===== src/rtl/bj_pkg.sv =====
// Shared types, constants and helpers for the blackjack card dealer.
package bj_pkg;

    localparam int NUM_RANKS = 13;

    // Fibonacci feedback taps 8,6,5,4 expressed as a mask over lfsr[7:0].
    localparam logic [7:0] LFSR_TAPS = 8'hB8;

    typedef logic [3:0] rank_t;

    typedef enum logic [1:0] {
        ST_IDLE    = 2'd0,
        ST_DRAW    = 2'd1,
        ST_PRESENT = 2'd2,
        ST_EMPTY   = 2'd3
    } dealer_state_t;

    function automatic logic [3:0] card_value(input rank_t rank);
        logic [3:0] val;
        if (rank == 4'd0) begin
            val = 4'd1;
        end else if (rank <= 4'd9) begin
            val = rank + 4'd1;
        end else begin
            val = 4'd10;
        end
        return val;
    endfunction

    function automatic logic [7:0] lfsr_next(input logic [7:0] cur);
        return {cur[6:0], ^(cur & LFSR_TAPS)};
    endfunction

endpackage


===== src/rtl/bj_debounce.sv =====
// Pushbutton conditioner: 2-FF synchroniser, stability counter and a
// one-cycle press pulse on each debounced 1->0 transition.
module bj_debounce #(
    parameter int DEB_CYCLES = 4
) (
    input  logic clk,
    input  logic rst,
    input  logic raw,
    output logic press
);

    logic       sync_a_r;
    logic       sync_b_r;
    logic       level_r;
    logic       press_r;
    logic [7:0] cnt_r;

    // Two-flop synchroniser, idling at the released level.
    always_ff @(posedge clk) begin
        if (rst) begin
            sync_a_r <= 1'b1;
            sync_b_r <= 1'b1;
        end else begin
            sync_a_r <= raw;
            sync_b_r <= sync_a_r;
        end
    end

    // Level follows the synchronised input only after DEB_CYCLES differing samples.
    always_ff @(posedge clk) begin
        if (rst) begin
            level_r <= 1'b1;
            cnt_r   <= 8'd0;
            press_r <= 1'b0;
        end else if (sync_b_r != level_r) begin
            if (cnt_r == 8'(DEB_CYCLES - 1)) begin
                level_r <= sync_b_r;
                cnt_r   <= 8'd0;
                press_r <= ~sync_b_r;
            end else begin
                cnt_r   <= cnt_r + 8'd1;
                press_r <= 1'b0;
            end
        end else begin
            cnt_r   <= 8'd0;
            press_r <= 1'b0;
        end
    end

    assign press = press_r;

endmodule


===== src/rtl/bj_card_dealer.sv =====
// Card dealer: draws pseudo-random cards from a finite shoe on NEW_CARD
// presses and hands them to the game FSM over a valid/ready handshake.
module bj_card_dealer
    import bj_pkg::*;
#(
    parameter int         DEB_CYCLES  = 4,
    parameter int         DECK_COPIES = 4,
    parameter logic [7:0] LFSR_SEED   = 8'hA5
) (
    input  logic       SYS_CLK,
    input  logic       GEN_RES,
    input  logic       START,
    input  logic       NEW_CARD,
    input  logic       CARD_READY,
    output logic       CARD_VALID,
    output logic [3:0] CARD_VAL,
    output logic [3:0] CARD_RANK,
    output logic [6:0] CARDS_LEFT,
    output logic       DECK_EMPTY,
    output logic       SHUFFLED
);

    localparam logic [2:0] COPIES    = 3'(DECK_COPIES);
    localparam logic [6:0] SHOE_SIZE = 7'(NUM_RANKS * DECK_COPIES);

    dealer_state_t state_r;
    dealer_state_t state_s;
    logic [7:0]    lfsr_r;
    logic [2:0]    cnt_r [NUM_RANKS];
    logic [6:0]    left_r;
    rank_t         rank_r;
    logic [3:0]    val_r;
    logic          shuffled_r;
    logic          start_press_s;
    logic          new_press_s;
    rank_t         cand_s;
    logic          avail_s;
    logic          accept_s;

    bj_debounce #(.DEB_CYCLES(DEB_CYCLES)) u_deb_start (
        .clk   (SYS_CLK),
        .rst   (GEN_RES),
        .raw   (START),
        .press (start_press_s)
    );

    bj_debounce #(.DEB_CYCLES(DEB_CYCLES)) u_deb_new_card (
        .clk   (SYS_CLK),
        .rst   (GEN_RES),
        .raw   (NEW_CARD),
        .press (new_press_s)
    );

    assign cand_s = lfsr_r[3:0];

    // Is the candidate rank still present in the shoe?
    always_comb begin
        avail_s = 1'b0;
        for (int i = 0; i < NUM_RANKS; i++) begin
            avail_s = avail_s | ((cand_s == 4'(i)) && (cnt_r[i] != 3'd0));
        end
    end

    assign accept_s = (state_r == ST_DRAW) && (cand_s < 4'(NUM_RANKS)) && avail_s;

    // Next state; a START press preempts every other transition.
    always_comb begin
        state_s = state_r;
        if (start_press_s) begin
            state_s = ST_IDLE;
        end else begin
            case (state_r)
                ST_IDLE: begin
                    if (new_press_s) state_s = ST_DRAW;
                    else             state_s = ST_IDLE;
                end
                ST_DRAW: begin
                    if (accept_s) state_s = ST_PRESENT;
                    else          state_s = ST_DRAW;
                end
                ST_PRESENT: begin
                    if (CARD_READY) state_s = (left_r == 7'd0) ? ST_EMPTY : ST_IDLE;
                    else            state_s = ST_PRESENT;
                end
                ST_EMPTY: state_s = ST_EMPTY;
                default:  state_s = ST_IDLE;
            endcase
        end
    end

    // State register.
    always_ff @(posedge SYS_CLK) begin
        if (GEN_RES) state_r <= ST_IDLE;
        else         state_r <= state_s;
    end

    // Free-running LFSR; its low nibble is the draw candidate.
    always_ff @(posedge SYS_CLK) begin
        if (GEN_RES) lfsr_r <= LFSR_SEED;
        else         lfsr_r <= lfsr_next(lfsr_r);
    end

    // Shoe bookkeeping; a reshuffle also returns any unaccepted card.
    always_ff @(posedge SYS_CLK) begin
        if (GEN_RES || start_press_s) begin
            for (int i = 0; i < NUM_RANKS; i++) cnt_r[i] <= COPIES;
            left_r <= SHOE_SIZE;
        end else if (accept_s) begin
            for (int i = 0; i < NUM_RANKS; i++) begin
                if (cand_s == 4'(i)) cnt_r[i] <= cnt_r[i] - 3'd1;
                else                 cnt_r[i] <= cnt_r[i];
            end
            left_r <= left_r - 7'd1;
        end else begin
            left_r <= left_r;
        end
    end

    // Drawn card, held stable while presented.
    always_ff @(posedge SYS_CLK) begin
        if (GEN_RES) begin
            rank_r <= 4'd0;
            val_r  <= 4'd0;
        end else if (accept_s) begin
            rank_r <= cand_s;
            val_r  <= card_value(cand_s);
        end else begin
            rank_r <= rank_r;
            val_r  <= val_r;
        end
    end

    // One-cycle reshuffle indication.
    always_ff @(posedge SYS_CLK) begin
        if (GEN_RES) shuffled_r <= 1'b0;
        else         shuffled_r <= start_press_s;
    end

    assign CARD_VALID = (state_r == ST_PRESENT);
    assign DECK_EMPTY = (state_r == ST_EMPTY);
    assign CARD_VAL   = val_r;
    assign CARD_RANK  = rank_r;
    assign CARDS_LEFT = left_r;
    assign SHUFFLED   = shuffled_r;

endmodule


===== config.mk =====
export PLATFORM = sky130hd
export DESIGN_NAME = bj_card_dealer
export DESIGN_NICKNAME = d
export VERILOG_FILES = /design/src/rtl/bj_pkg.sv /design/src/rtl/bj_debounce.sv /design/src/rtl/bj_card_dealer.sv
export SDC_FILE = /design/constraint.sdc
export NUM_CORES = 1
export LEC_CHECK = 0
export CAP_MARGIN = 0
export CORE_ASPECT_RATIO = 2
export CORE_MARGIN = 5
export CORE_UTILIZATION = 50
export DETAILED_ROUTE_END_ITERATION = 10
export HOLD_SLACK_MARGIN = 0.05
export PLACE_DENSITY = 0.68
export REMOVE_ABC_BUFFERS = 1
export SLEW_MARGIN = 10
export SYNTH_ARGS = -nofsm -noshare
export SYNTH_HDL_FRONTEND = slang
export SYNTH_SLANG_ARGS = --single-unit

===== constraint.sdc =====
create_clock -name SYS_CLK -period 3.1 [get_ports SYS_CLK]
set_input_delay 0.465 -clock SYS_CLK [delete_from_list [all_inputs] [get_ports SYS_CLK]]
set_output_delay 0.465 -clock SYS_CLK [all_outputs]
set_load 0.02 [all_outputs]

# After elaboration in Yosys (flattened, before gate mapping)
# Memories as Yosys holds them, arrays and structs flattened.
# Cells that the tools add are included.
dict set report word_totals {
  regBits 50
  mem_count 1
  ramBits 39
  input_bits 5
  wordCells 278
}
# name depth word_bits read_ports rd_ports_with_merged_regs write_ports line_no
set memory_table {}
lappend memory_table {cnt_r 13 3 13 0 13 bj_card_dealer.sv:29} ;# logic [2:0] cnt_r [NUM_RANKS];
dict set report classes {
  n_lt_le_gt_ge 2
  n_mux 139
  n_addsub 17
  eq_ne 19
  reduce_logical 40
  bitwise 44
}
# op count
set op_table {}
lappend op_table {{1-bit 2-to-1 mux} 107}
lappend op_table {{3-bit 2-to-1 mux} 26}
lappend op_table {{3-bit nonzero test} 13}
lappend op_table {{3-bit by 1-bit subtractor with 3-bit output (second input constant)} 13}
lappend op_table {{1-bit bitwise OR} 38}
lappend op_table {{4-bit equality test (second input constant)} 5}
lappend op_table {{8-bit by 1-bit adder with 8-bit output (second input constant)} 2}
lappend op_table {{4-bit by 3-bit equality test with 1-bit output (second input constant)} 4}
lappend op_table {{8-bit by 2-bit equality test with 1-bit output (second input constant)} 2}
lappend op_table {{1-bit logical AND} 15}
lappend op_table {{3-bit OR reduction} 4}
lappend op_table {{4-bit by 2-bit equality test with 1-bit output (second input constant)} 2}
lappend op_table {{4-bit 2-to-1 mux} 2}
lappend op_table {{2-bit case mux with 4 select lines} 1}
lappend op_table {{8-bit parity} 1}
lappend op_table {{7-bit zero test} 1}
lappend op_table {{7-bit by 1-bit subtractor with 7-bit output (second input constant)} 1}
lappend op_table {{2-bit 2-to-1 mux} 3}
lappend op_table {{1-bit NOT} 6}
lappend op_table {{4-bit by 1-bit adder with 4-bit output (second input constant)} 1}
lappend op_table {{2-bit equality test (second input constant)} 2}
lappend op_table {{4-bit by 1-bit equality test with 1-bit output (second input constant)} 1}
lappend op_table {{4-bit less-or-equal comparator (second input constant)} 1}
lappend op_table {{4-bit zero test} 1}
lappend op_table {{other kinds (7)} 9}

# Depth between registers and ports, before layout
# Gate-level depths: netlist of the first run.
# An unclocked memory read counts as a cell.
dict set report logic_depth {
  word_depth 21
  mapped_depth 10
}

# Hierarchy
# Synthesis of the first run repeated with hierarchy kept, for this count alone.
dict set report unflattened {
  cells_unflattened 431
  hier_area_um2 4322.9
}
# module n_inst seq_area_each_um2 cells_per_inst area_each_um2
set by_module_without_submodules {}
lappend by_module_without_submodules {bj_card_dealer 1 1691.6 334 3377.0}
lappend by_module_without_submodules {{bj_debounce (u_deb_start)} 1 240.2 47 475.5}
lappend by_module_without_submodules {{bj_debounce (u_deb_new_card)} 1 240.2 50 470.5}

# Worst setup path after synthesis of the first run
# No wires, ideal clock.
dict set report synth_timing {
  path_type {register to register}
  from {memory cnt_r[2][0] (netlist: cnt_r[0][6])}
  to {memory cnt_r[6][0] (netlist: cnt_r[0][18]), enable pin}
  path_slack_ns 0.740
  n_path_buf 1
  required_ns 2.745
  arrival_time_ns 2.005
  path_stages_with_launch 10
  cell_sequence {edfxtp_1 > inv_1 > ha_1 > ha_1 > mux2_4 > o32a_1 > o31ai_2 > o21ai_2 > buf_6 > o31ai_1}
}
# item line_no
set synth_lines {}
lappend synth_lines {{from (decl)} bj_card_dealer.sv:29}

==> results of run 1 <==
==> registers in the layout (all words and copies together), names as in the netlist, 2 cells and up <==
register              count
CARD_VAL                  4
CARD_RANK                 4
CARDS_LEFT                7
state_r                   2
cnt_r                    39
u_deb_new_card.cnt_r      8
lfsr_r                    8
u_deb_start.cnt_r         8
==> critical path: stages (launching register included) <==
cell and delay, ns:
sky130_fd_sc_hd__dfxtp_1 0.66, sky130_fd_sc_hd__nand2b_1 0.21, sky130_fd_sc_hd__o22ai_1 0.12, sky130_fd_sc_hd__a221o_1 0.42
sky130_fd_sc_hd__o21ai_4 0.50, sky130_fd_sc_hd__buf_4 0.40, sky130_fd_sc_hd__o21ai_1 0.19
==> layer usage <==
layer	share of wire	wire length, um
met1	0.37	3093
met2	0.58	4839
met3	0.020	164
met4	0.030	247
met5	0	0
==> area by class of cell <==
cell class                 count  area, um2
tap                          100      125.1
multi-input combinational    268       1922
clock inverter                 6      66.31
inverter                      50      187.7
timing repair buffer          26      250.2
sequential                    89       2172
fill                         772       3636
clock buffer                  10      229.0
==> power breakdown <==
group	internal, mW	total [mW]	switching [mW]
Clock	0.627	1.07	0.440
Sequential	1.25	1.28	0.0246
Combinational	0.0781	0.210	0.132
Total	1.96	2.56	0.597
==> cell usage in the layout, fill, tap and decap left out, drive strengths merged, types with 16 or more instances in the layout <==
master         Yosys  layout
inv               50      52
dfxtp             50      50
edfxtp            39      39
nor2              37      37
ha                34      34
nand3             22      22
clkdlybuf4s50      0      22
nand2             20      20
nor3              20      20
o21ai             16      16
==> kinds of logic (layout without fill, tap and decap cells) <==
kind of cell / count (synthesis) / count (layout) / synth area share
xor gates and xnor gates: 18 / 18 / 0.03599
adders and majority gates: 34 / 34 / 0.09712
DFF: 89 / 89 / 0.4959
AOI/OAI and AO/OA: 44 / 44 / 0.07141
muxes: 15 / 15 / 0.03827
buffers and inverters: 71 / 92 / 0.06769
and+or+nand+nor: 157 / 157 / 0.1937
==> how the worst max path moves through the flow <==
stage	start	end	cells past startpoint
3_3_place_gp	lfsr_r[1]	cnt_r[1][6]	6
5_1_grt	lfsr_r[0]	cnt_r[0][9]	8
3_5_place_dp	lfsr_r[0]	cnt_r[0][9]	8
2_1_floorplan	lfsr_r[3]	cnt_r[0][10]	5
6_report	lfsr_r[2]	cnt_r[0][9]	6
4_1_cts	lfsr_r[0]	cnt_r[0][9]	8
==> through the flow <==
| stage | util | std cells | total power [mW] | setup WS (ns) |
|---|---|---|---|---|
| 5_1_grt | 0.5766 | 549 | 2.664 | 0.1268 |
| 3_3_place_gp | 0.5422 | 533 | 1.509 | 0.3832 |
| 3_5_place_dp | 0.5422 | 533 | 1.517 | 0.3158 |
| 4_1_cts | 0.5766 | 549 | 2.581 | 0.3073 |
| 6_report | 0.5766 | 549 | 2.557 | 0.3029 |
| 2_1_floorplan | - | 407 | 1.449 | 0.1461 |
==> out/qor.yml, run 1 <==
status: "completed"
synth_enable_flop_cells: 39
port_buffers: 22
synth-async-reset-ratio: 0
timing_max_transition_violations_final: 0
gp_routability_congestion: 0.8146
worst_pin_slew_ns: 0.7242
timing.critical_path.to_type: "flip-flop"
layout-area-overhead-vs-synth_pct: 13.05
post_syn_area_per_cell_um2: 10.23
antenna_found_initial: 0
fin_crit_ns: 2.797
cts_hold_buf: 0
place_area_mm2: 0.004657
start_kind: "flip-flop"
maxCapViolCount: 0
hold-path-endpoint: "u_deb_new_card.sync_b_r"
synthTopCellsByArea: "sky130_fd_sc_hd__edfxtp_1, sky130_fd_sc_hd__dfxtp_1, sky130_fd_sc_hd__ha_1, sky130_fd_sc_hd__inv_1, sky130_fd_sc_hd__nor2_1"
reg2regPathDepth: 6
count_of_antenna_diodes_in_the_layout: 0
cts_tree: "built"
critical_path.max_fanout: 23
htree_levels: 3
drt.antenna.violating_nets: 0
cts_buffer_depth: 2
rows: 48
drcViolationCount: 0
timing.clock.skew_ns: 0.005017
grt_pass1_wl_mm: 14.17
route.vias.total: 2918
worstSkewPairLatency_ns: 0.34
dieWidth_um: 76.19
grtUsageMet1: 0.1646
yosys_warning_total: 0
post_route_cells_drive_above_1_share: 0.1047
post_cts_resized: 0
critPathRequiredTime_ns: 3.16
hold_path_startpoint: "u_deb_new_card.sync_a_r"
rr_endpoint: "cnt_r[0][9]"
synth_commonest_cells: "sky130_fd_sc_hd__dfxtp_1, sky130_fd_sc_hd__inv_1, sky130_fd_sc_hd__edfxtp_1"
synth-main-ff-cell: "sky130_fd_sc_hd__dfxtp_1"
design_area_mm2: 0.004952
initial_utilization: 0.5101
clk_transition_reported_paths_ns: 0.06
final-hold-violation-count: 0
worst_min_path_class: "reg -> reg"
peakVddDrop_v: 0.0003386
grtUsageMet3: 0.03042
synth_cells: 428
post_synth_instance_area_mm2: 0.004380
synth_seq_cells: 89
buffer_cell_driving_the_clock_tree_root: "sky130_fd_sc_hd__clkbuf_16"
r2r-start: "lfsr_r[2]"
vias_per_cell: 5.315
die-area_mm2: 0.01085
yosysTopAreaCell: "sky130_fd_sc_hd__edfxtp_1"
placeableCoreArea_mm2: 0.008588
yosys.cell_types.count: 51
grt.busiest_layer: "met2"
holdWs_ns: 0.4104
wl_per_cell_um: 15.20
worstSetupPathType: "reg -> reg"
maximum_number_of_pins_on_one_net_before_global_route_repair: 35
drt_pre_antenna_iters: 4
yosysTopAreaCellShare: 0.2674
fin_setup_tns_ns: 0
worst_ep_arrival_time_ns: 2.85
power.density_cell_area_mw_per_mm2: 516.3
number_of_drc_markers_after_the_initial_detailed_route_iteration: 143
grtUsageTotal: 0.1641
cts_made_buffers: 9
global_route.overflow_total: 0
post_cts_repair_timing_setup_buffer_count: 0
routed_wl_mm: 8.344
clock_sinks: 89
grt_setup_unrepaired: "false"
worst-r2r-setup-slack_ns: 0.30
die-height_um: 142.4
grt_util_met2: 0.3174
worstHoldPathCells: 1
post-dp-hpwl_mm: 6.247
grt_pass1_vias: 3057
timing.slew.headroom: 0.5172
power.static_leakage_nw: 2.025
nNetsFinal: 483
min_period_over_period: 0.9023
yosysSeqAreaShare: 0.4959
report.final.setup_viol: 0
num_io_pins: 23
fmax_mhz: 357.5
Note: power is estimated with default switching activity, not from simulation.
==> inputs of run 2 (changes only) <==
Settings changed: CORE_ASPECT_RATIO 2 to 1.5, SETUP_SLACK_MARGIN set to 0.02.
==> out/qor.yml, run 2 (synthesized netlist as in run 1, its figures left out) <==
maxCapViolCount: 0  # unchanged
cts_buffer_depth: 2  # unchanged
gp_routability_congestion: 0.7763  # -4.7%
clk_transition_reported_paths_ns: 0.06  # about the same
antenna_found_initial: 0  # unchanged
grt_pass1_vias: 2942  # -3.8%
critical_path_buffer_and_inverter_count: 1  # unchanged
status: "completed"
critPathMaxStageDelay_ns: 0.42  # -0.24 ns
htree_levels: 3  # unchanged
routed_wl_mm: 7.856  # -5.8%
num-fill-cells: 776  # +0.52%
fin_crit_ns: 2.512  # -0.2850 ns
min_period_over_period: 0.8103  # -0.09195
power.total_mw: 2.555  # about the same
grt_pass1_wl_mm: 13.72  # -3.2%
worst_pin_slew_ns: 0.7483  # +0.02416 ns
worst-r2r-setup-slack_ns: 0.59  # +0.29 ns
dieWidth_um: 86.43  # +13%
report.final.setup_viol: 0  # unchanged
critical_path.max_fanout: 26  # +13%
peakVddDrop_v: 0.0004158  # +23%
power.density_cell_area_mw_per_mm2: 514.2  # -0.40%
largest_register_ffs: 39  # unchanged
clock_sinks: 89  # unchanged
number_of_drc_markers_after_the_initial_detailed_route_iteration: 123  # -14%
route.vias.total: 2909  # -0.31%
cell_count_after_placement: 540  # +1.3%
placeableCoreArea_mm2: 0.008516  # -0.84%
worst_ep_arrival_time_ns: 2.52  # -0.33 ns
die-height_um: 124.6  # -12%
maximum_number_of_pins_on_one_net_before_global_route_repair: 35  # unchanged
cp_cell_sequence: "ha_1 -> or3b_1 -> a21oi_2 -> a221o_1 -> o21ai_4 -> buf_4 -> o21ai_1"
global_route.overflow_total: 0  # unchanged
count_of_antenna_diodes_in_the_layout: 0  # unchanged
timing.critical_path.to_type: "flip-flop"
post_cts_repair_timing_setup_buffer_count: 0  # unchanged
critPathSlowestCell: "sky130_fd_sc_hd__dfxtp_1"
timing.clock.skew_ns: 0.004716  # -0.0003004 ns
start_kind: "flip-flop"
holdWs_ns: 0.4082  # -0.002251 ns
layout-area-overhead-vs-synth_pct: 13.42
grt_setup_unrepaired: "false"
post-route-util: 0.5835  # +0.006824
drt.antenna.violating_nets: 0  # unchanged
cts_hold_buf: 0  # unchanged
worst_min_path_class: "reg -> reg"
largest_register_by_flop_count: "cnt_r"
post_cts_resized: 0  # unchanged
rows: 41  # -15%
fmax_mhz: 398.1  # +11%
power.static_leakage_nw: 2.024  # about the same
timing.slew.headroom: 0.5011  # -0.01611
port_buffers: 22  # unchanged
stdcell_count: 556  # +1.3%
critPathRequiredTime_ns: 3.11  # -0.05 ns
drt_pre_antenna_iters: 4  # unchanged
num_io_pins: 23  # unchanged
final-hold-violation-count: 0  # unchanged
worstSetupPathType: "reg -> reg"
cts_made_buffers: 9  # unchanged
critical-path-top-delay-family: "compound AO/OA/AOI/OAI gates"
post_route_cells_drive_above_1_share: 0.1002  # -0.004454
pre_cts_ws_ns: 0.5904  # +0.2746 ns
wl_per_cell_um: 14.13  # -7.0%
most_frequent_cells_in_the_layout: "sky130_fd_sc_hd__dfxtp_1, sky130_fd_sc_hd__inv_1, sky130_fd_sc_hd__edfxtp_1"
design_area_mm2: 0.004969  # +0.33%
worstSkewPairLatency_ns: 0.33  # about the same
post-dp-hpwl_mm: 5.478  # -12%
vias_per_cell: 5.232  # -1.6%
final_worst_slack_ns: 0.5879  # +0.2850 ns
initial_utilization: 0.5144  # +0.004347
fin_setup_tns_ns: 0  # unchanged
nNetsFinal: 483  # unchanged
grtUsageTotal: 0.1597  # -0.004433
cts_tree: "built"
die-area_mm2: 0.01077  # -0.69%
timing_max_transition_violations_final: 0  # unchanged
drcViolationCount: 0  # unchanged
buffer_cell_driving_the_clock_tree_root: "sky130_fd_sc_hd__clkbuf_16"
place_area_mm2: 0.004666  # +0.19%
==> run 2: worst paths after layout <==
check                                        startpoint                 endpoint  depth (start not counted)
worst max-delay path                          lfsr_r[1]             cnt_r[0][11]                          7
worst min-delay path            u_deb_new_card.sync_a_r  u_deb_new_card.sync_b_r                          1
worst max register to register                lfsr_r[1]             cnt_r[0][11]                          7
worst min register to register  u_deb_new_card.sync_a_r  u_deb_new_card.sync_b_r                          1
==> run 2: final cells by class <==
cell class,instances,area [um2],area share
clock buffer,13,282.8,0.05691
multi-input combinational,268,1922,0.3868
tap,107,133.9,0.02695
timing repair buffer,26,250.2,0.05037
clock inverter,3,20.02,0.004029
sequential,89,2172,0.4372
inverter,50,187.7,0.03777
==> run 2: metal layers <==
| layer | routed length, um | up-vias | part of all wire | global-route usage |
|---|---|---|---|---|
| met5 | 0 | - | 0 | 0 |
| met4 | 165 | 0 | 0.021 | 0.06514 |
| met3 | 241 | 16 | 0.031 | 0.04302 |
| met2 | 4103 | 38 | 0.52 | 0.2746 |
| met1 | 3345 | 1375 | 0.43 | 0.1833 |
| li1 | - | 1480 | - | - |
==> run 2: report_power, final <==
group	total (mW)	internal, mW	switching [mW]
Combinational	0.207	0.0771	0.129
Sequential	1.28	1.25	0.0269
Clock	1.07	0.640	0.427
==> inputs of run 3 (changes only) <==
Settings changed: PLACE_DENSITY 0.68 to 0.71.
Clock period 3.1 ns to 2 ns, I/O delays scaled along.
==> out/qor.yml, run 3 (synthesized netlist as in run 1, its figures left out) <==
cts_hold_buf: 0  # unchanged
gp_routability_congestion: 0.8270  # +6.5%
report.final.setup_viol: 86  # +86
pre_cts_ws_ns: -0.4155  # -1.006 ns
proportion_of_power_drawn_by_the_clock_network: 0.397  # -0.021
rows: 41  # unchanged
internal_power_mw: 3.302  # +67%
clock_sinks: 89  # unchanged
final-hold-violation-count: 0  # unchanged
switching_power_mw: 1.074  # +84%
maxCapViolCount: 0  # unchanged
most_frequent_cells_in_the_layout: "sky130_fd_sc_hd__buf_4, sky130_fd_sc_hd__dfxtp_1, sky130_fd_sc_hd__inv_1"
power.density_cell_area_mw_per_mm2: 679.0  # +32%
power.total_mw: 4.376  # +71%
timing.critical_path.to_type: "flip-flop"
p_seq_frac: 0.451  # -0.051
die-height_um: 124.6  # unchanged
fmax_mhz: 411.5  # +3.4%
min_period_over_period: 1.215  # +0.4048
placeableCoreArea_mm2: 0.008516  # unchanged
vias_per_cell: 5.464  # +4.4%
layout-area-overhead-vs-synth_pct: 47.13
fin_setup_tns_ns: -28.10  # -28.10 ns
largest_register_ffs: 39  # unchanged
port_buffers: 22  # unchanged
antenna_found_initial: 0  # unchanged
grt_setup_unrepaired: "true"
timing.slew.headroom: 0.7687  # +0.2675
critPathRequiredTime_ns: 2.23  # -0.88 ns
post-dp-hpwl_mm: 6.185  # +13%
grt_pass1_vias: 3606  # +23%
post-route-util: 0.7568  # +0.1734
switching_share: 0.2454  # +0.01710
clk_transition_reported_paths_ns: 0.06  # about the same
wl_per_cell_um: 17.91  # +27%
route.vias.total: 3519  # +21%
largest_register_by_flop_count: "cnt_r"
post_route_cells_drive_above_1_share: 0.3687  # +0.2685
num_io_pins: 23  # unchanged
cts_tree: "built"
design_area_mm2: 0.006445  # +30%
drt_pre_antenna_iters: 4  # unchanged
power.static_leakage_nw: 2.643  # +31%
status: "finished, violations left"
failed_checks: "setup timing"
dieWidth_um: 86.43  # unchanged
drt.antenna.violating_nets: 0  # unchanged
cts_made_buffers: 9  # unchanged
final_worst_slack_ns: -0.4302  # -1.018 ns
fin_crit_ns: 2.430  # -0.08183 ns
die-area_mm2: 0.01077  # unchanged
routed_wl_mm: 11.53  # +47%
worstSkewPairLatency_ns: 0.35  # +0.02 ns
number_of_drc_markers_after_the_initial_detailed_route_iteration: 242  # +97%
initial_utilization: 0.5144  # unchanged
worstSetupPathType: "reg -> reg"
place_area_mm2: 0.005209  # +12%
nNetsFinal: 571  # +18%
grt_pass1_wl_mm: 17.14  # +25%
global_route.overflow_total: 0  # unchanged
peakVddDrop_v: 0.0006313  # +52%
worst_pin_slew_ns: 0.3438  # -0.4045 ns
worst_min_path_class: "reg -> reg"
cts_buffer_depth: 2  # unchanged
timing.clock.skew_ns: 0.01180  # +0.007085 ns
buffer_cell_driving_the_clock_tree_root: "sky130_fd_sc_hd__clkbuf_16"
count_of_antenna_diodes_in_the_layout: 0  # unchanged
critical_path.max_fanout: 3  # -88%
comb_power_share: 0.151  # +0.070
worst_ep_arrival_time_ns: 2.66  # +0.14 ns
htree_levels: 3  # unchanged
timing_max_transition_violations_final: 0  # unchanged
leading_cell_type_in_the_layout_fill_and_taps_excluded: "sky130_fd_sc_hd__buf_4"
start_kind: "flip-flop"
drcViolationCount: 0  # unchanged
maximum_number_of_pins_on_one_net_before_global_route_repair: 35  # unchanged
grtUsageTotal: 0.2021  # +0.04238
run 3: cell count changes in the layout (fill, tap and decap cells not counted), moves of 5 or more:
cell / before / now
sky130_fd_sc_hd__o21ai_4: 1 / 12
sky130_fd_sc_hd__ha_4: 0 / 9
sky130_fd_sc_hd__nand3_2: 0 / 9
sky130_fd_sc_hd__ha_2: 0 / 5
sky130_fd_sc_hd__ha_1: 34 / 20
sky130_fd_sc_hd__o21ai_1: 11 / 0
sky130_fd_sc_hd__nor3_4: 0 / 10
sky130_fd_sc_hd__buf_6: 0 / 21
sky130_fd_sc_hd__buf_12: 0 / 9
sky130_fd_sc_hd__nor3_1: 11 / 2
sky130_fd_sc_hd__a21oi_1: 9 / 3
sky130_fd_sc_hd__buf_4: 4 / 57
sky130_fd_sc_hd__nand3_1: 22 / 13
run 3: critical path, stage by stage, from the launching register on:
cell and delay [ns]:
sky130_fd_sc_hd__edfxtp_1 0.34, sky130_fd_sc_hd__inv_1 0.08, sky130_fd_sc_hd__ha_4 0.17, sky130_fd_sc_hd__ha_4 0.16, sky130_fd_sc_hd__mux2_4 0.28, sky130_fd_sc_hd__o32a_1 0.35, sky130_fd_sc_hd__o31ai_4 0.10, sky130_fd_sc_hd__o21ai_4 0.14
sky130_fd_sc_hd__buf_12 0.16, sky130_fd_sc_hd__buf_12 0.13, sky130_fd_sc_hd__buf_12 0.12, sky130_fd_sc_hd__mux2_4 0.29
run 3: path summary, 6_finish.rpt:
| kind | start | endpoint | slack [ns] | cells after the start |
|---|---|---|---|---|
| min reg2reg | u_deb_new_card.sync_a_r | u_deb_new_card.sync_b_r | 0.41 | 1 |
| min | u_deb_new_card.sync_a_r | u_deb_new_card.sync_b_r | 0.41 | 1 |
| max | cnt_r[0][7] | CARD_RANK[0] | -0.43 | 11 |
| max reg2reg | cnt_r[0][7] | CARD_RANK[0] | -0.43 | 11 |
run 3: cell type report:
cell class	instances	area (um2)
well taps	107	133.9
repair buffers	114	1162
flip-flops and latches	89	2172
fillers	523	2071
multi-input cells	268	2469
clock buffers	14	305.3
clock inverters	2	15.01
inverters	50	187.7
run 3: stage by stage:
| step | hold WS, ns | instances |
|---|---|---|
| after global routing | 0.4259 | 644 |
| final | 0.4055 | 644 |
| after CTS | 0.4100 | 638 |
| after floorplan | 0.3716 | 407 |
| after global placement | 0.3925 | 604 |
| after detailed placement | 0.3957 | 604 |
run 3: routing by layer:
layer | up-vias | track usage | wire length, um
li1 | 1665 | - | -
met1 | 1715 | 0.2255 | 4373
met2 | 99 | 0.3526 | 6300
met3 | 40 | 0.03177 | 353
met4 | 0 | 0.1174 | 505
met5 | - | 0 | 0
run 3: repair_timing:
action / 4_1_cts / 5_1_grt
gates resized for setup: 93 / 44
cloned: 2 / 1
buffers inserted: 20 / 8
pin swaps: 29 / 24
setup endpoints to repair: 86 / 86
run 3: power by group through the flow:
stage | Combinational (mW) | Sequential (mW) | Clock, mW
3_5_place_dp | 0.481 | 2.01 | 0
3_3_place_gp | 0.473 | 2.01 | 0
5_1_grt | 0.704 | 1.98 | 1.85
4_1_cts | 0.578 | 1.97 | 1.73
6_report | 0.662 | 1.98 | 1.74
2_1_floorplan | 0.232 | 2.01 | 0
==> RTL edit 1 (config.mk and constraints of run 1) <==
Change the package constant `NUM_RANKS` from 13 to 26.
--- a/src/rtl/bj_pkg.sv
+++ b/src/rtl/bj_pkg.sv
@@ -1,7 +1,7 @@
 // Shared types, constants and helpers for the blackjack card dealer.
 package bj_pkg;
 
-    localparam int NUM_RANKS = 13;
+    localparam int NUM_RANKS = 26;
 
     // Fibonacci feedback taps 8,6,5,4 expressed as a mask over lfsr[7:0].
     localparam logic [7:0] LFSR_TAPS = 8'hB8;
Check against the original RTL: not equivalent (Yosys sat finds a counterexample within 4 cycles, from zero or initial values).
==> RTL edit 1 against run 1 <==
  * Synthesized area grew 40%
  * Setup slack lost 0.097 ns
  * Routed wire length grew 35%
  * Die area grew 35%
  * Critical path type unchanged
  * Global-route usage grew 0.087 points
  * First-iteration DRC count grew 14%
  * Clock skew grew 0.0027 ns
  * Power grew 56%
  * Critical path depth grew 4
  * Sequential cell count grew 39
  * Fmax shrank 3.4%
  * Final area grew 43%
  * Largest power group unchanged
==> RTL edit 1: results (changes against run 1) <==
timing.hold.ws_ns: 0.4103  # -0.0001200 ns
period_needed_ns: 2.894  # +0.09703 ns
use_met3: 0.03164  # +0.001218
grt_max_degree: 34  # -2.9%
crit_fanout: 13  # -43%
dp_hpwl_um: 8215  # +32%
cpMaxStageDelayCell: "mux4_2"
dr_wl_met2_um: 6116  # +26%
met1_usage: 0.1769  # +0.01234
cts-buffers-inserted: 17  # +8
endpoint_kind: "flip-flop"
gp_congestion: 0.7942  # -2.5%
portBuffers: 22  # unchanged
reg2regPathDepth: 10  # +4
final_util: 0.5856  # +0.008959
synthFlopType: "edfxtp_1"
fin_nets: 672  # +39%
min_to: "lfsr_r[7]"
p_leak_nw: 3.052  # +51%
synthXorXnorAreaFrac: 0.02861  # -0.007377
synthMuxAreaShare: 0.01553  # -0.02274
grt_usage: 0.1650  # +0.0008715
status: "completed"
worstHoldStart: "lfsr_r[6]"
synth_seq_area_share: 0.5461  # +0.05023
synthAdderAreaFrac: 0.1226  # +0.02551
synthTopCellsByCount: "inv_1 (92), nor2_1 (90), edfxtp_1 (78)"
netlist_instances: 579  # +35%
final.setup_skew_ns: 0.007749  # +0.002732 ns
htreeDepth: 4  # +1
grt_pass1_wl_um: 18700  # +32%
grt_pass1_vias: 4025  # +32%
dpl.cell_count: 735  # +38%
layout-drive-gt1-share: 0.1048  # +0.0001616
largest_reg_flops: 78  # +100%
irDropWorstVdd_mv: 0.4603  # +36%
synth_edf_count: 78  # +100%
crit_path_start: "cnt_r[1][21]"
synthTopCellsByArea: "edfxtp_1 (38%), dfxtp_1 (16%), ha_1 (12%)"
fillCellCount: 1003  # +30%
wl_met3_um: 316  # +93%
place_area_um2: 6495  # +39%
rr_endpoint: "cnt_r[0][30]"
drt-met1-wl_um: 4442  # +44%
first_iter_violations: 163  # +14%
vias: 3945  # +35%
wl_per_cell_um: 14.70  # -3.3%
via_per_inst: 5.143  # -3.2%
crit_arrival_ns: 2.95  # +0.10 ns
pre_cts_slack_ns: 0.09805  # -0.2177 ns
clk_latency_ns: 0.41  # +0.07 ns
grt_util_met2: 0.2931  # -0.02424
synth_compound_area_frac: 0.06111  # -0.01030
slew_headroom: 0.6110  # +0.09374
-- RTL edit 1: cell count changes in the layout (fill, tap and decap cells not counted), moves of 7 or more --
cell,run 1,this run
nand3_1,22,9
a31o_1,0,8
nor2_1,36,89
nand2_1,20,41
nor3_2,9,0
edfxtp_1,39,78
clkbuf_16,9,17
o21ai_0,4,11
ha_1,34,60
nand2b_1,12,4
inv_1,50,92
-- RTL edit 1: power breakdown --
part / internal (mW) / switching, mW / total [mW] / leakage [nW]
clock: 1.08 / 0.761 / 1.84 / 0.272
sequential: 1.86 / 0.0290 / 1.89 / 1.13
combinational: 0.0975 / 0.156 / 0.253 / 1.65
-- RTL edit 1: area by class of cell --
class / count / share of cell area
sequential: 128 / 0.4739
multi-input combinational: 332 / 0.3241
clock buffer: 19 / 0.06417
inverter: 94 / 0.04999
timing repair buffer: 34 / 0.04751
tap: 147 / 0.02606
clock inverter: 13 / 0.01436
==> RTL edit 2 (config.mk and constraints of run 1) <==
Made on the original files. Register the output `SHUFFLED` once more; this adds one clock of latency there. The other outputs are not delayed to match.
--- a/src/rtl/bj_card_dealer.sv
+++ b/src/rtl/bj_card_dealer.sv
@@ -141,7 +141,9 @@
     assign CARD_VAL   = val_r;
     assign CARD_RANK  = rank_r;
     assign CARDS_LEFT = left_r;
-    assign SHUFFLED   = shuffled_r;
+    always_ff @(posedge SYS_CLK) begin
+        SHUFFLED <= shuffled_r;
+    end
 
 endmodule
 
Check against the original RTL: not equivalent (a bounded check fails within 10 cycles, from zero or initial values).
==> RTL edit 2 against run 1 <==
  * Setup slack worse by 0.025 ns
  * Largest power group unchanged
  * Count of clock-buffer cells in the layout increased by 3
  * Critical endpoint is now cnt_r[0][6]
  * Synthesized area up 0.46%
  * Sequential cell count increased by 1
  * Largest cell class unchanged
  * Core utilization barely moved
  * Power is 1.4% higher
  * Routed wire length down 1.9%
  * Final area up 0.68%
==> RTL edit 2: results (changes against run 1) <==
grt_pass1_wl_um: 13880  # -2.0%
worstHoldStart: "shuffled_r"
synthTopCellsByCount: "dfxtp_1 (51), inv_1 (50), edfxtp_1 (39)"
layout-drive-gt1-share: 0.1064  # +0.001753
grt_util_met2: 0.3002  # -0.01718
grt_pass1_vias: 3019  # -1.2%
crit_arrival_ns: 2.88  # +0.03 ns
grt_usage: 0.1590  # -0.005059
synth_seq_area_share: 0.4982  # +0.002294
wl_per_cell_um: 14.85  # -2.3%
met1_usage: 0.1648  # +0.0002768
worstMarginPinSlew_ns: 0.7168  # -0.007318 ns
crit_fanout: 27  # +17%
dp_hpwl_um: 5998  # -4.0%
synthTopCellsByArea: "edfxtp_1 (27%), dfxtp_1 (23%), ha_1 (9.7%)"
via_per_inst: 5.296  # -0.36%
syn_avg_cell_area_um2: 10.23  # about the same
period_needed_ns: 2.822  # +0.02525 ns
dpl.cell_count: 535  # +0.38%
final.setup_skew_ns: 0.005555  # +0.0005386 ns
status: "completed"
dr.pass1.iters: 6  # +2
fin_nets: 485  # +0.41%
wl_met3_um: 150  # -8.5%
crit_path_start: "lfsr_r[3]"
rrSetupSlack_ns: 0.28  # -0.03 ns
==> RTL edit 2: worst max-delay path, delay by kind of cell (launching register included) <==
| family | cells | cell delay, ns |
|---|---|---|
| simple gates | 1 | 0.21 |
| compound gates | 4 | 1.19 |
| buf+inv | 1 | 0.43 |
| flops | 1 | 0.70 |
==> RTL edit 2: power by group <==
group          internal, mW  switching, mW
logic                0.0782          0.133
registers              1.27         0.0224
clock network         0.661          0.431
total                  2.01          0.586
==> RTL edit 2: path summary, 6_finish.rpt <==
kind | to | cells past startpoint
max | cnt_r[0][6] | 6
min | SHUFFLED | 0
max reg2reg | cnt_r[0][6] | 6
min reg2reg | SHUFFLED | 0
==> RTL edit 2: area by class of cell <==
cell class | instances | area [um2]
fill | 794 | 3662
clock buffer | 13 | 292.8
timing repair buffer | 26 | 250.2
clock inverter | 3 | 16.27
multi-input combinational | 269 | 1922
tap | 100 | 125.1
inverter | 50 | 187.7
sequential | 90 | 2192
==> RTL edit 2: logic make-up after synthesis <==
family | count (synthesis) | synth area share
AOI/OAI and AO/OA | 44 | 0.07109
DFF | 90 | 0.4982
muxes | 15 | 0.03810
buffers and inverters | 71 | 0.06739
adders and majority gates | 34 | 0.09667
and+or+nand+nor | 158 | 0.1928
xor gates and xnor gates | 18 | 0.03583
==> RTL edit 2: stage by stage <==
| stage | hold WS [ns] | utilization | cell area (um2) | total power [mW] |
|---|---|---|---|---|
| after floorplan | 0.3096 | - | 4292 | 1.462 |
| after global placement | 0.3137 | 0.5408 | 4677 | 1.521 |
| after detailed placement | 0.3317 | 0.5408 | 4677 | 1.528 |
| after CTS | 0.3461 | 0.5765 | 4986 | 2.621 |
| after global routing | 0.3494 | 0.5765 | 4986 | 2.700 |
| final | 0.3381 | 0.5765 | 4986 | 2.592 |
